`config.mk`:
```
export PLATFORM = sky130hd
export DESIGN_NAME = rom_port_arbiter
export DESIGN_NICKNAME = d
export VERILOG_FILES = /design/src/rtl/rom_arb_pkg.sv /design/src/rtl/rom_read_tag_pipe.sv /design/src/rtl/rom_port_arbiter.sv
export SDC_FILE = /design/constraint.sdc
export NUM_CORES = 1
export LEC_CHECK = 0
export BUFFER_PORTS_ARGS = -buffer_cell sky130_fd_sc_hd__buf_2
export CAP_MARGIN = 20
export CORE_UTILIZATION = 34
export CTS_CLUSTER_SIZE = 30
export DETAILED_ROUTE_END_ITERATION = 10
export PLACE_DENSITY = 0.89
export SKIP_CTS_REPAIR_TIMING = 1
export SLEW_MARGIN = 20
export SYNTH_ARGS = -nofsm -noshare
export SYNTH_HDL_FRONTEND = slang
export SYNTH_SLANG_ARGS = --single-unit
export TNS_END_PERCENT = 20
```
`constraint.sdc`:
```
create_clock -name i_CLK -period 4.02 [get_ports i_CLK]
set_input_delay 0.804 -clock i_CLK [delete_from_list [all_inputs] [get_ports i_CLK]]
set_output_delay 0.804 -clock i_CLK [all_outputs]
set_load 0.005 [all_outputs]
```
`src/rtl/rom_arb_pkg.sv`:
```
// Shared types and helpers for the instruction-ROM port arbiter.
//   rom_port_e : which requester owns a read in flight.
//   rom_tag_t  : per-stage tag {valid, port} carried alongside a ROM read.
package rom_arb_pkg;

    typedef enum logic {
        PORT_FETCH = 1'b0,
        PORT_DBG   = 1'b1
    } rom_port_e;

    typedef struct packed {
        logic      valid;
        rom_port_e port;
    } rom_tag_t;

    localparam int TAG_W = 2;

    // Wait-counter width; MAX_WAIT = 0 still needs a one-bit register.
    function automatic int count_width(input int max_wait);
        return (max_wait > 0) ? $clog2(max_wait + 1) : 1;
    endfunction

endpackage

```
`src/rtl/rom_read_tag_pipe.sv`:
```
// Delay line of read tags that tracks ROM reads through the ROM latency.
//   clk, rst : clock, async active-high clear (drops every in-flight tag)
//   tag_in   : tag of the read issued this cycle
//   tag_out  : tag of the read whose data is on the ROM output now
module rom_read_tag_pipe
    import rom_arb_pkg::*;
#(
    parameter int DEPTH = 1
) (
    input  logic     clk,
    input  logic     rst,
    input  rom_tag_t tag_in,
    output rom_tag_t tag_out
);

    rom_tag_t stage [DEPTH];

    always_ff @(posedge clk or posedge rst) begin
        if (rst) begin
            for (int i = 0; i < DEPTH; i++) stage[i] <= '0;
        end else begin
            stage[0] <= tag_in;
            for (int i = 1; i < DEPTH; i++) stage[i] <= stage[i-1];
        end
    end

    assign tag_out = stage[DEPTH-1];

endmodule

```
`src/rtl/rom_port_arbiter.sv`:
```
// Shares the single synchronous-read ROM port between CPU fetch (high
// priority) and a debug reader (low priority, starvation-protected).
//   i_CLK, i_RST          : clock, async active-high reset
//   i_Fetch_*             : fetch request/address; grant, stall, valid, data
//   i_Dbg_*               : debug request/address (held until granted); grant, valid, data
//   o_Rom_Address         : address driven to the ROM
//   i_Rom_Data            : ROM registered read data
module rom_port_arbiter
    import rom_arb_pkg::*;
#(
    parameter int ADDR_WIDTH   = 15,
    parameter int DATA_WIDTH   = 16,
    parameter int READ_LATENCY = 1,
    parameter int MAX_WAIT     = 8
) (
    input  logic                  i_CLK,
    input  logic                  i_RST,
    input  logic                  i_Fetch_Req,
    input  logic [ADDR_WIDTH-1:0] i_Fetch_Address,
    output logic                  o_Fetch_Grant,
    output logic                  o_Fetch_Stall,
    output logic                  o_Fetch_Valid,
    output logic [DATA_WIDTH-1:0] o_Fetch_Data,
    input  logic                  i_Dbg_Req,
    input  logic [ADDR_WIDTH-1:0] i_Dbg_Address,
    output logic                  o_Dbg_Grant,
    output logic                  o_Dbg_Valid,
    output logic [DATA_WIDTH-1:0] o_Dbg_Data,
    output logic [ADDR_WIDTH-1:0] o_Rom_Address,
    input  logic [DATA_WIDTH-1:0] i_Rom_Data
);

    localparam int CW = count_width(MAX_WAIT);
    localparam logic [CW-1:0] WAIT_MAX = CW'(MAX_WAIT);

    logic [CW-1:0] wait_count;
    logic          dbg_win;
    logic          fetch_win;
    rom_tag_t      tag_in;
    rom_tag_t      tag_out;

    // Debug takes the slot when fetch is idle or once it has waited long enough.
    assign dbg_win   = ~i_RST & i_Dbg_Req & ((wait_count == WAIT_MAX) | ~i_Fetch_Req);
    assign fetch_win = ~i_RST & i_Fetch_Req & ~dbg_win;

    assign o_Dbg_Grant   = dbg_win;
    assign o_Fetch_Grant = fetch_win;
    assign o_Fetch_Stall = i_Fetch_Req & ~fetch_win;

    // Idle cycles keep the fetch address on the bus to avoid needless toggling.
    always_comb begin
        o_Rom_Address = i_Fetch_Address;
        if (i_RST)
            o_Rom_Address = '0;
        else if (dbg_win)
            o_Rom_Address = i_Dbg_Address;
    end

    always_ff @(posedge i_CLK or posedge i_RST) begin
        if (i_RST)
            wait_count <= '0;
        else if (!i_Dbg_Req || dbg_win)
            wait_count <= '0;
        else if (wait_count != WAIT_MAX)
            wait_count <= wait_count + 1'b1;
    end

    always_comb begin
        tag_in       = '0;
        tag_in.valid = dbg_win | fetch_win;
        tag_in.port  = dbg_win ? PORT_DBG : PORT_FETCH;
    end

    rom_read_tag_pipe #(
        .DEPTH (READ_LATENCY)
    ) u_tag_pipe (
        .clk     (i_CLK),
        .rst     (i_RST),
        .tag_in  (tag_in),
        .tag_out (tag_out)
    );

    assign o_Fetch_Valid = tag_out.valid & (tag_out.port == PORT_FETCH);
    assign o_Dbg_Valid   = tag_out.valid & (tag_out.port == PORT_DBG);
    assign o_Fetch_Data  = i_Rom_Data;
    assign o_Dbg_Data    = i_Rom_Data;

endmodule

```
==> impl_results.md, run 1 <==
- Core Rows: 17
- Area contributors post-synth: buf_4 31%, dfrtp_1 19%, a22o_2 16%, ha_1 3.1%, a211oi_4 2.5%
- DRC viols: 0
- Global Route Usage Sum: 0.134
- WP data arrival: around 2 ns
- Setup TNS: 0 ns
- Seq cells post-synth: 6
- Sequential area share after synthesis: 0.187
- Period utilization: 0.708
- Clock sink count: 6
- Cell count after synthesis: 88
- Routability congestion estimate: just under 0.7
- Syn Nets: 140
- Status: finished, final reports clean
- First-pass GRT wire length: 2550 um
- Achievable Freq: roughly 0.35 GHz
- Initial DRC count: 18
- Antenna Nets Post-Route: 0
- Root buffer cell: clkbuf_4
- Share of the synthesized area in the top cell type: 0.308
- Area growth syn-to-layout: 6.23%
- Clock buffer depth: 2
- Leakage: roughly 0.49 nW
- Initial Utilization: 0.363
- Synthesized area: about 800 um^2
- Slew headroom: 0.567
- Core Box Area: between 2000 and 2500 um^2
- Setup crit end kind: output port
- Hold Path Class: reg -> reg
- Fin crit period: about 2.8 ns
- Share of cells above drive strength 1: 0.670
- Fin. max-slew vios: 0
- Number of setup violations in the final report: 0
- Clock Skews: 0.00508 ns
- Top Ports: between 100 and 150
- Grt total ovfl: 0
- CTS Buf Count: 3
- ANT cells: 0
- Setup Crit Path Kind: reg -> out
- Critical Path Start Type: register
- Synth area leader: buf_4
- Synth warn: 0
- Pwr per Cell Area: roughly 220 nW/um^2
- Tightest Pin Transition: approximately 0.65 ns
- DIE WIDTH: between 50 and 60 um
- Syn_area_per_cell: ~9 um^2
- Max Cap Viol: 0
- WL/cell: roughly 13 um
- CTS tree: yes
- Final Routed Wirelength: between 1500 and 2000 um
- IR drop worst, VDD: approximately 0.00014 V
- Final hold vios: 0
- Initial antenna violation count: 0
- Crit-path max FO: 17
- Die area: ~2600 um^2
- Fillers: 236
- Clock-pin slew on the worst setup and hold paths: approximately 0.04 ns
- 1st-pass router iterations: 4
- Largest net degree at the start of global routing: 18
- Via density: between 4 and 5
- Htree depth: 1
- Vias: 650
- Final nets: roughly 160
- Required time of the critical path: 3.22 ns
- Unique masters post-synth: 27
- Die span in y: 50.6 um
- Worst-Skew Late Latency: approximately 0.24 ns
- RSZ-0062 raised after global routing: no
- Number of global-route vias before repair: between 600 and 700
- Input/output buffers: 53
- Fin util: 0.386
-- flip-flops by register name, indices dropped and copies added (netlist names) --
signal              flops
wait_count              4
u_tag_pipe.tag_out      2
-- cells in the final DEF, fill, tap and decap left out, types with 2 or more instances in the layout --
cell,n
nor2_1,3
nand3_1,3
nor3_1,2
clkbuf_4,3
buf_2,53
nor2b_1,2
inv_1,4
ha_1,2
nand2_1,3
a22o_2,13
dfrtp_1,6
-- Yosys cell counts --
library cell	count
a211oi_4	1
a21oi_1	1
a22o_1	1
a22o_2	13
and2_1	1
and4b_2	1
buf_4	33
buf_6	1
clkbuf_8	1
dfrtp_1	6
ha_1	2
inv_1	4
mux2i_1	1
nand2_1	3
nand3_1	3
nand3b_4	1
nor2_1	3
nor2b_1	2
nor3_1	2
nor3_4	1
nor3b_1	1
o21a_1	1
o21ai_0	1
o22ai_1	1
o32ai_1	1
xnor2_1	1
xor2_1	1
-- cell families (layout without fill, tap and decap cells) --
group,after synthesis,count (layout),share of synthesized area
DFF,6,6,0.187
xor gates and xnor gates,2,2,0.0218
buffers and inverters,39,60,0.358
AOI/OAI and AO/OA,20,20,0.238
muxes,1,1,0.0125
and+or+nand+nor,18,18,0.151
adders and majority gates,2,2,0.0311
-- power by group --
group	internal [mW]	total (mW)	leakage [nW]	switching, mW
sequential	0.0635	0.0659	0.0799	0.00246
combinational	0.0357	0.0646	0.393	0.0289
clock	0.0337	0.0543	0.0138	0.0206
-- critical path, stage by stage, from the launching register on --
cell      delay, ns
dfrtp_1        0.42
inv_1          0.08
ha_1           0.20
nand3b_4       0.12
a211oi_4       0.62
a22o_2         0.26
buf_2          0.10
-- stage by stage --
step                hold WS (ns)  instances  instance area (um^2)  worst slack (ns)  power [mW]
CTS                        0.598        137                   853              1.16       0.189
global placement           0.552        134                   831              1.30       0.130
floorplan                  0.517         88                   803              1.63       0.127
detailed placement         0.593        134                   831              1.27       0.132
finish                     0.590        137                   853              1.17       0.185
global route               0.621        137                   853              1.02       0.198
-- area by class of cell --
class | instances | area (um^2) | area share
Clock buffer | 3 | 22.5 | 0.0264
Inverter | 4 | 15.0 | 0.0176
Multi-Input combinational cell | 43 | 365 | 0.428
Sequential cell | 6 | 150 | 0.176
Tap cell | 28 | 35.0 | 0.0411
Timing Repair Buffer | 53 | 265 | 0.311
-- routing by layer --
layer / part of all wire / up-vias / routed length (um) / global-route usage
met1: 0.42 / 286 / 723 / 0.161
li1: - / 319 / - / -
met5: 0 / - / 0 / 0
met2: 0.43 / 33 / 752 / 0.187
met4: 0.018 / 0 / 32 / 0.0694
met3: 0.13 / 12 / 224 / 0.0758
-- worst paths after layout --
check                              start                     to  slack (ns)  cells after the start
setup / recovery           wait_count[0]      o_Rom_Address[10]        1.17                      6
hold / removal             wait_count[0]          wait_count[0]        0.59                      1
setup reg to reg           wait_count[0]  u_tag_pipe.tag_out[0]        2.41                      4
hold reg to reg            wait_count[0]          wait_count[0]        0.59                      1
max in group asynchronous          i_RST          wait_count[0]        3.18                      2
min in group asynchronous          i_RST          wait_count[3]        0.61                      2
Note: power is estimated with default switching activity, not from simulation.
==> inputs of run 2 (changes only) <==
CORE_UTILIZATION = 29   (was 34)
PLACE_DENSITY = 0.81   (was 0.89)
clock period = 2.42 ns   (was 4.02 ns; I/O delays follow)
==> run 2 against run 1 <==
Effect of this change:
- register-to-register slack got worse by 1.3 ns
- critical path depth increased by 1
- routed wire length increased by 8.8%
- worst setup slack got worse by 1.1 ns
- largest cell class unchanged
==> impl_results.md, run 2 (synthesized netlist as in run 1, its figures left out) <==
- Status: finished, final reports clean
- Initial Utilization: 0.316 (-0.0475)
- Required time of the critical path: 1.94 ns (-1.28 ns)
- Input/output buffers: 53 (unchanged)
- DRC viols: 0 (unchanged)
- CTS Buf Count: 3 (unchanged)
- Most frequent cells in the layout: 53 x buf_2, 13 x a22o_2, 6 x dfrtp_1
- CP max stage delay: 0.39 ns (-0.23 ns)
- Global Route Usage Sum: 0.140 (+0.00583)
- Top Ports: 102 (unchanged)
- Setup TNS: 0 ns (unchanged)
- Commonest non-fill, non-tap cell in the layout: buf_2
- CP max stage cell: dfrtp_1
- Leakage: 0.511 nW (+5.0%)
- Clock Skews: 0.000610 ns (-0.00447 ns)
- Int Pwr: 228 uW (+71%)
- Reg with most FFs: wait_count
- Pwr per Cell Area: 361 nW/um^2 (+67%)
- Initial DRC count: 14 (-4)
- Hold Path Class: in -> async
- Max Cap Viol: 0 (unchanged)
- Sw frac: 0.299 (+0.0174)
- First-pass GRT wire length: 2780 um (+9.2%)
- Number of global-route vias before repair: 590 (-2.0%)
- WP data arrival: 1.83 ns (-0.21 ns)
- Slew headroom: 0.788 (+0.222)
- DP HPWL: approximately 1600 um
- Tightest Pin Transition: 0.314 ns (-0.334 ns)
- Routability congestion estimate: 0.879 (+29%)
- Initial antenna violation count: 0 (unchanged)
- ANT cells: 0 (unchanged)
- Combinational share of power: 0.361 (+0.012)
- Fillers: 282 (+19%)
- Fin. max-slew vios: 0 (unchanged)
- Largest register FFs: 4 (unchanged)
- Crit-path max FO: 14 (-3)
- DIE WIDTH: 54.6 um (+8.0%)
- Clock group share of total power: 0.303 (+0.009)
- Grt total ovfl: 0 (unchanged)
- Power share of the sequential group: 0.337 (-0.020)
- Fin crit period: between 2 and 2.5 ns
- 1st-pass router iterations: 4 (unchanged)
- Core Rows: 18 (+1)
- Clock buffer depth: 2 (unchanged)
- Crit path max-delay family: simple AND/OR/NAND/NOR gates
- Final Routed Wirelength: 1890 um (+8.8%)
- Critical Path Start Type: register
- Core Box Area: 2540 um^2 (+15%)
- CTS tree: yes
- Clock sink count: 6 (unchanged)
- Setup Crit Path Kind: reg -> out
- Post-route setup slack: 0.107 ns (-1.07 ns)
- Period utilization: 0.956
- Final hold vios: 0 (unchanged)
- Vias: 687 (+5.7%)
- Die span in y: 54.6 um (+8.0%)
- Achievable Freq: roughly 0.43 GHz
- Number of setup violations in the final report: 0 (unchanged)
- Fin util: 0.353 (-0.0327)
- Sw power: 96.9 uW (+87%)
- Clock-pin slew on the worst setup and hold paths: 0.05 ns (about the same)
- IR drop worst, VDD: 0.000207 V (+52%)
- Antenna Nets Post-Route: 0 (unchanged)
- Htree depth: 1 (unchanged)
- Die area: 2980 um^2 (+17%)
- Register Area: 150 um^2 (unchanged)
- Area growth syn-to-layout: 11.8%
- Critical path, cell by cell: inv_1 -> ha_1 -> and4b_2 -> nor3_4 -> buf_12 -> a22o_1 -> buf_2
- Setup crit end kind: output port
- Share of cells above drive strength 1: 0.681 (+0.0117)
- Worst-Skew Late Latency: 0.25 ns (about the same)
- RSZ-0062 raised after global routing: no
- Final nets: 167 (+2.5%)
- DP Worst Slack: 0.245 ns (-1.02 ns)
- Root buffer cell: clkbuf_4
- WP buf/inv: 3 (+1)
- Via density: 4.80 (+1.3%)
- WL/cell: 13.2 um (+4.3%)
- Largest net degree at the start of global routing: 15 (-3)
- Multi-input gate area: 365 um^2 (unchanged)
run 2: worst register-to-register path: stages (launching register included):
cell and delay (ns):
dfrtp_1 0.41, inv_1 0.07, ha_1 0.21, nand3b_4 0.13
a211oi_4 0.26, buf_4 0.19
run 2: layer usage:
| metal | wire [um] | vias to the layer above | GRT usage |
|---|---|---|---|
| met5 | 0 | - | 0 |
| met4 | 40 | 0 | 0.0769 |
| met3 | 220 | 8 | 0.0722 |
| met2 | 877 | 41 | 0.213 |
| met1 | 746 | 309 | 0.155 |
| li1 | - | 329 | - |
run 2: per-stage QoR:
| step | power [mW] | hold slack, ns | instance area, um^2 | instances |
|---|---|---|---|---|
| floorplan | 0.211 | 0.453 | 803 | 88 |
| global placement | 0.222 | 0.535 | 848 | 138 |
| detailed placement | 0.223 | 0.554 | 848 | 138 |
| CTS | 0.323 | 0.291 | 871 | 141 |
| global route | 0.353 | 0.309 | 898 | 143 |
| finish | 0.325 | 0.284 | 898 | 143 |
run 2: final cells by class:
class                           instances  share of cell area
Timing Repair Buffer                   57               0.343
Tap cell                               30              0.0418
Inverter                                4              0.0167
Clock buffer                            3              0.0251
Multi-Input combinational cell         43               0.407
Sequential cell                         6               0.167
run 2: worst paths after layout:
kind	slack, ns	depth (start not counted)	startpoint	end
worst min register to register	0.60	2	wait_count[1]	wait_count[1]
worst min-delay path	0.28	2	i_RST	wait_count[3]
max in group asynchronous	1.91	2	i_RST	u_tag_pipe.tag_out[0]
worst max register to register	1.09	5	wait_count[0]	u_tag_pipe.tag_out[0]
worst max-delay path	0.11	7	wait_count[0]	o_Rom_Address[12]
min in group i_CLK	0.54	3	i_Dbg_Req	u_tag_pipe.tag_out[1]
run 2: power groups by stage:
stage	Clock, mW	Sequential, mW	Combinational [mW]
after global routing	0.111	0.110	0.133
after detailed placement	0	0.111	0.112
after floorplan	0	0.110	0.101
after CTS	0.102	0.109	0.112
after global placement	0	0.111	0.112
final	0.0983	0.109	0.117
